$ cat config.mk
export PLATFORM = sky130hd
export DESIGN_NAME = ham_calc_flat
export DESIGN_NICKNAME = d
export VERILOG_FILES = /design/src/rtl/ham_calc_if.sv /design/src/rtl/ham_calc.sv /design/src/flat_wrapper.sv
export SDC_FILE = /design/constraint.sdc
export NUM_CORES = 2
export LEC_CHECK = 0
export ABC_AREA = 1
export CAP_MARGIN = 20
export CORE_MARGIN = 1
export CORE_UTILIZATION = 65
export CTS_CLUSTER_DIAMETER = 100
export DETAILED_ROUTE_END_ITERATION = 7
export PLACE_DENSITY = 0.87
export REMOVE_ABC_BUFFERS = 1
export SYNTH_ARGS = -nofsm -noshare
export SYNTH_HDL_FRONTEND = slang
export SYNTH_SLANG_ARGS = --single-unit
$ cat constraint.sdc
create_clock -name clk -period 66.3 [get_ports clk]
set_input_delay 9.945 -clock clk [delete_from_list [all_inputs] [get_ports clk]]
set_output_delay 9.945 -clock clk [all_outputs]
set_load 0.02 [all_outputs]
$ cat src/rtl/ham_calc_if.sv
// Port bundle for ham_calc: spin request, weight-row read channel and result channel.
// The master modport is the calculator, the slave modport is its environment.
interface ham_calc_if #(
    parameter int NUM_ROW      = 46,
    parameter int W_WIDTH      = 4,
    parameter int ENERGY_WIDTH = 14
);
    localparam int AW = (NUM_ROW > 1) ? $clog2(NUM_ROW) : 1;

    // Handshakes: start is a request taken only when the calculator is not busy (IDLE/DONE),
    // otherwise dropped; w_rd_en is a read strobe with w_rdata returned exactly one cycle
    // later and no backpressure; cal_done is a one-cycle valid for the result pair.
    logic                          start;
    logic [NUM_ROW-1:0]            spin_array;
    logic                          w_rd_en;
    logic [AW-1:0]                 w_addr;
    logic [NUM_ROW*W_WIDTH-1:0]    w_rdata;
    logic                          busy;
    logic signed [ENERGY_WIDTH:0]  hamiltonian_energy;
    logic                          cal_done;
    logic [NUM_ROW-1:0]            save_spin_array;
    logic [1:0]                    dbg_state;

    modport master (
        input  start, spin_array, w_rdata,
        output w_rd_en, w_addr, busy, hamiltonian_energy, cal_done, save_spin_array, dbg_state
    );

    modport slave (
        output start, spin_array, w_rdata,
        input  w_rd_en, w_addr, busy, hamiltonian_energy, cal_done, save_spin_array, dbg_state
    );
endinterface

$ cat src/rtl/ham_calc.sv
// Ising Hamiltonian of one spin configuration: streams coupling rows, sums the upper
// triangle plus local field, and emits a saturated energy with the matching spins.
module ham_calc #(
    parameter int NUM_ROW      = 46,
    parameter int W_WIDTH      = 4,
    parameter int ENERGY_WIDTH = 14
) (
    input  logic       clk,
    input  logic       resetb,
    ham_calc_if.master bus
);
    localparam int AW    = (NUM_ROW > 1) ? $clog2(NUM_ROW) : 1;
    localparam int RS_W  = W_WIDTH + AW + 2;
    localparam int ACC_W = ENERGY_WIDTH + 8;
    localparam logic signed [ACC_W-1:0] E_MAX = {{(ACC_W-ENERGY_WIDTH){1'b0}}, {ENERGY_WIDTH{1'b1}}};
    localparam logic signed [ACC_W-1:0] E_MIN = ~E_MAX;

    typedef enum logic [1:0] {
        IDLE  = 2'd0,
        RUN   = 2'd1,
        DRAIN = 2'd2,
        DONE  = 2'd3
    } state_t;

    state_t                       state_q;
    logic [AW-1:0]                addr_q;
    logic                         rd_en_q;
    logic                         row_vld_q;
    logic [AW-1:0]                row_idx_q;
    logic [NUM_ROW-1:0]           spin_q;
    logic signed [ACC_W-1:0]      acc_q;
    logic signed [ACC_W-1:0]      acc_d;
    logic signed [ENERGY_WIDTH:0] energy_q;
    logic signed [ENERGY_WIDTH:0] energy_d;
    logic [NUM_ROW-1:0]           save_q;
    logic                         done_q;
    logic                         busy_q;

    logic signed [RS_W-1:0]       row_sum;
    logic signed [RS_W-1:0]       j_ext;
    logic [W_WIDTH-1:0]           j_val;
    logic                         spin_i;
    logic signed [ACC_W-1:0]      row_ext;

    // Row term: upper triangle by spin agreement, diagonal by the row's own spin,
    // lower triangle discarded.
    always_comb begin
        row_sum = '0;
        j_val   = '0;
        j_ext   = '0;
        spin_i  = spin_q[row_idx_q];
        for (int j = 0; j < NUM_ROW; j++) begin
            j_val = bus.w_rdata[j*W_WIDTH +: W_WIDTH];
            j_ext = {{(RS_W-W_WIDTH){j_val[W_WIDTH-1]}}, j_val};
            if (j > int'(row_idx_q)) begin
                row_sum = row_sum + ((spin_i == spin_q[j]) ? j_ext : -j_ext);
            end else if (j == int'(row_idx_q)) begin
                row_sum = row_sum + (spin_i ? j_ext : -j_ext);
            end
        end
    end

    always_comb begin
        row_ext = {{(ACC_W-RS_W){row_sum[RS_W-1]}}, row_sum};
        acc_d   = row_vld_q ? (acc_q + row_ext) : acc_q;
        if (acc_d > E_MAX) begin
            energy_d = E_MAX[ENERGY_WIDTH:0];
        end else if (acc_d < E_MIN) begin
            energy_d = E_MIN[ENERGY_WIDTH:0];
        end else begin
            energy_d = acc_d[ENERGY_WIDTH:0];
        end
    end

    always_ff @(posedge clk or negedge resetb) begin
        if (!resetb) begin
            state_q   <= IDLE;
            addr_q    <= '0;
            rd_en_q   <= 1'b0;
            row_vld_q <= 1'b0;
            row_idx_q <= '0;
            spin_q    <= '0;
            acc_q     <= '0;
            energy_q  <= '0;
            save_q    <= '0;
            done_q    <= 1'b0;
            busy_q    <= 1'b0;
        end else begin
            row_vld_q <= rd_en_q;
            row_idx_q <= addr_q;
            acc_q     <= acc_d;
            done_q    <= 1'b0;
            case (state_q)
                IDLE, DONE: begin
                    if (bus.start) begin
                        spin_q  <= bus.spin_array;
                        acc_q   <= '0;
                        addr_q  <= '0;
                        rd_en_q <= 1'b1;
                        busy_q  <= 1'b1;
                        state_q <= RUN;
                    end else begin
                        state_q <= IDLE;
                    end
                end
                RUN: begin
                    if (addr_q == AW'(NUM_ROW-1)) begin
                        rd_en_q <= 1'b0;
                        state_q <= DRAIN;
                    end else begin
                        addr_q <= addr_q + 1'b1;
                    end
                end
                DRAIN: begin
                    energy_q <= energy_d;
                    save_q   <= spin_q;
                    done_q   <= 1'b1;
                    busy_q   <= 1'b0;
                    state_q  <= DONE;
                end
                default: state_q <= IDLE;
            endcase
        end
    end

    assign bus.w_rd_en            = rd_en_q;
    assign bus.w_addr             = addr_q;
    assign bus.busy               = busy_q;
    assign bus.hamiltonian_energy = energy_q;
    assign bus.cal_done           = done_q;
    assign bus.save_spin_array    = save_q;
    assign bus.dbg_state          = state_q;
endmodule

$ cat src/flat_wrapper.sv
// flat-port wrapper written by rule: the top's interface ports become plain ports
module ham_calc_flat 
#(
    parameter int NUM_ROW      = 46,
    parameter int W_WIDTH      = 4,
    parameter int ENERGY_WIDTH = 14
)
  (clk, resetb, bus_start, bus_spin_array, bus_w_rdata, bus_w_rd_en, bus_w_addr, bus_busy, bus_hamiltonian_energy, bus_cal_done, bus_save_spin_array, bus_dbg_state);
  ham_calc_if #(.NUM_ROW(NUM_ROW), .W_WIDTH(W_WIDTH), .ENERGY_WIDTH(ENERGY_WIDTH)) bus_i ();
  input  logic clk;
  input  logic resetb;
  input wire logic [$bits(bus_i.start)-1:0] bus_start;
  input wire logic [$bits(bus_i.spin_array)-1:0] bus_spin_array;
  input wire logic [$bits(bus_i.w_rdata)-1:0] bus_w_rdata;
  output wire logic [$bits(bus_i.w_rd_en)-1:0] bus_w_rd_en;
  output wire logic [$bits(bus_i.w_addr)-1:0] bus_w_addr;
  output wire logic [$bits(bus_i.busy)-1:0] bus_busy;
  output wire logic [$bits(bus_i.hamiltonian_energy)-1:0] bus_hamiltonian_energy;
  output wire logic [$bits(bus_i.cal_done)-1:0] bus_cal_done;
  output wire logic [$bits(bus_i.save_spin_array)-1:0] bus_save_spin_array;
  output wire logic [$bits(bus_i.dbg_state)-1:0] bus_dbg_state;
  assign bus_i.start = bus_start;
  assign bus_i.spin_array = bus_spin_array;
  assign bus_i.w_rdata = bus_w_rdata;
  assign bus_w_rd_en = bus_i.w_rd_en;
  assign bus_w_addr = bus_i.w_addr;
  assign bus_busy = bus_i.busy;
  assign bus_hamiltonian_energy = bus_i.hamiltonian_energy;
  assign bus_cal_done = bus_i.cal_done;
  assign bus_save_spin_array = bus_i.save_spin_array;
  assign bus_dbg_state = bus_i.dbg_state;
  ham_calc #(.NUM_ROW(NUM_ROW), .W_WIDTH(W_WIDTH), .ENERGY_WIDTH(ENERGY_WIDTH)) u_core (.clk(clk), .resetb(resetb), .bus(bus_i));
endmodule
==> metrics.csv <==
stage;metric;value;unit
clock_network;cts_sinks;147;
logic_synthesis;synth_warnings;0;
route;ant_nets;0;
timing;fin_crit;62.18;ns
route;drtPass1Iterations;7;
floorplanning;die_w;343;µm
logic_synthesis;yosysSeqAreaShare;4.87;%
clock_network;clock-root-buffer;clkbuf_16;
timing;finalSetupViolCount;0;
clock_network;cts_hold_buffers;0;
worst_setup_path;arrival;62.59;ns
logic_synthesis;synth_ff_type;dfrtp_1;
cells_and_area;ff_latch_area;3680;µm²
route;vias;87506;
route;drc;0;
clock_network;clkLatencyLatePin;0.54;ns
logic_synthesis;yosys.area_share.xor_xnor;5.52;%
logic_synthesis;synthesis.area;75500;µm²
floorplanning;core;115000;µm²
route;post_drt_wl_per_cell;17.5;µm
clock_network;cts_buffer_depth;2;
timing;max_slew_margin;23.1;%
clock_network;cts_buffers;17;
global_route;grt_antenna_before_repair;20;
worst_setup_path;cp_slowest_cell;a311oi_1;
place;port_buffers;304;
logic_synthesis;synth_compound_area_share;20.2;%
worst_setup_path;critPathMaxStageDelay;0.71;ns
logic_synthesis;yosysTopAreaCellShare;18.3;%
clock_network;cts.repair.resized;0;
floorplanning;start_util;65.8;%
clock_network;clk_pin_slew;0.08;ns
logic_synthesis;synth_area_leaders;ha_1 (18%), nand2_1 (14%), inv_1 (9.6%);
global_route;grt_pass1_vias;81880;
logic_synthesis;yosysUniqueCellTypes;76;
route;routed_wl;250;mm
status;status;completed;
floorplanning;die_y;343;µm
worst_setup_path;required;66.72;ns
flow_run;cap_viol_max_count;0;
clock_network;post_cts_buffers;0;
global_route;track_usage;40.9;%
logic_synthesis;synth_edf_count;0;
worst_setup_path;worstSetupPathType;input port to flip-flop;
clock_network;htree_levels;4;
logic_synthesis;synthMuxAreaShare;0.0530;%
logic_synthesis;synth_top_family_by_area;simple AND/OR/NAND/NOR gates;
logic_synthesis;synthAdderAreaFrac;20.7;%
place;gp_congestion;1.02;
route;drt_iter0_drc;7764;
global_route;grt_max_degree;116;
global_route;overflow;0;
timing;fin_tns_setup;0;ns
global_route;grt_pass1_wl;399;mm
floorplanning;dieArea;118000;µm²
floorplanning;rows;124;
floorplanning;pin_count;305;
worst_setup_path;crit_top_cell;ha_1;
logic_synthesis;synth_seq_cells;147;
timing;skew;0.0280;ns
timing;rsz0062_at_grt;false;
logic_synthesis;synth_top_area_cell;ha_1;
timing;finalHoldViolCount;0;
worst_setup_path;crit_path_max_fanout;14;
logic_synthesis;async_reset_ff_share;100;%
logic_synthesis;syn_inst;12595;
logic_synthesis;synthSimpleGateAreaFrac;36.9;%
timing;whs;0.464;ns
logic_synthesis;avgSynthCellArea;5.99;µm²
timing;fmax;16.1;MHz
logic_synthesis;synth.most_common_cell;nand2_1;
timing;worst_pin_slew;1.15;ns
place;place_hpwl;207;mm
cells_and_area;drive_gt1_share;6.67;%
cells_and_area;fin_nets;14224;
cells_and_area;multiInputGateArea;62900;µm²
worst_hold_path;hold_class;flip-flop to flip-flop;
timing;finalCritPeriodShare;93.8;%
logic_synthesis;synth_commonest_cells;nand2_1 (2794), inv_1 (1941), nand3_1 (1353);
cells_and_area;fillers;10228;
clock_network;cts_tree;done;
route;vias_per_cell;6.10;
timing;drv_slew;0;
cells_and_area;syn2layout_area_growth;6.14;%
worst_setup_path;start_kind;input port;
worst_setup_path;end_kind;flip-flop;
-- cell usage in the layout, fill, tap and decap left out, types with 67 or more instances in the layout --
master,synthesis,routed
nand2_1,2794,2793
inv_1,1941,1941
nand3_1,1353,1353
ha_1,1104,1103
o21ai_0,1080,1079
a21oi_1,951,951
nor2_1,710,710
clkdlybuf4s50_1,0,303
xnor2_1,292,292
nand2_2,272,273
nand3_2,235,235
a211oi_1,226,226
xor2_1,177,177
nand4_1,169,169
dfrtp_1,147,146
or2_2,140,140
fa_1,90,90
a31oi_1,69,69
o21bai_1,67,67
-- final timing paths --
kind	start	to	slack [ns]	depth (start not counted)
setup / recovery	bus_w_rdata[5]	u_core.bus.hamiltonian_energy[12]	4.12	202
hold / removal	u_core.bus.w_addr[2]	u_core.row_idx_q[2]	0.46	0
setup reg to reg	u_core.row_idx_q[0]	u_core.bus.hamiltonian_energy[12]	10.26	212
hold reg to reg	u_core.bus.w_addr[2]	u_core.row_idx_q[2]	0.46	0
max in group asynchronous	resetb	u_core.spin_q[11]	55.51	2
min in group asynchronous	resetb	u_core.spin_q[45]	9.53	1
-- final cells by class --
cell class,instances,share of cell area [%]
sequential,147,4.59
clock inverter,15,0.208
multi-input combinational,10297,78.5
timing repair buffer,363,4.37
tap,1512,2.36
clock buffer,17,0.531
inverter,1971,9.39
antenna,17,0.0531
-- worst max-delay path: cells and delay by family --
kind	cells	cell delay, ns
buffers and inverters	17	1.87
AO/OA/AOI/OAI	67	20.59
AND/OR/NAND/NOR	57	11.09
XOR/XNOR	14	2.14
adder cells (fa/ha/maj)	47	16.91
-- per-stage QoR --
step / util, % / instances / cell area [µm²] / setup slack [ns]
floorplan: - / 12415 / 74100 / 13.15
global placement: 69.2 / 14290 / 79500 / 6.00
detailed placement: 69.2 / 14290 / 79500 / 4.77
CTS: 69.8 / 14322 / 80100 / 5.08
global route: 69.8 / 14334 / 80100 / 1.28
finish: 69.8 / 14339 / 80100 / 4.12
-- layer usage --
metal / global-route usage [%] / up-vias / part of all wire, %
li1: - / 42957 / -
met1: 49.6 / 39829 / 40
met2: 68.8 / 3907 / 45
met3: 5.91 / 799 / 8.6
met4: 23.5 / 14 / 5.9
met5: 0 / - / 0.044
-- cells by family after synthesis --
| family | after synthesis |
|---|---|
| AND/OR/NAND/NOR | 5923 |
| AO/OA/AOI/OAI | 2704 |
| buffers and inverters | 2151 |
| adder cells (fa/ha/maj) | 1194 |
| XOR/XNOR | 472 |
| flip-flops | 147 |
| multiplexers | 4 |
-- flip-flops by register name, summed over array words and instances, names as in the netlist --
name / flops
u_core.bus.save_spin_array: 46
u_core.spin_q: 46
u_core.acc_q: 22
u_core.bus.hamiltonian_energy: 15
u_core.bus.w_addr: 6
u_core.row_idx_q: 6
u_core.bus.dbg_state: 2
u_core.bus.busy: 1
u_core.bus.cal_done: 1
u_core.bus.w_rd_en: 1
u_core.row_vld_q: 1
Power is left out: the tool's default activity adds up to more than one toggle a clock period on the data nets, which glitch-free logic cannot reach.
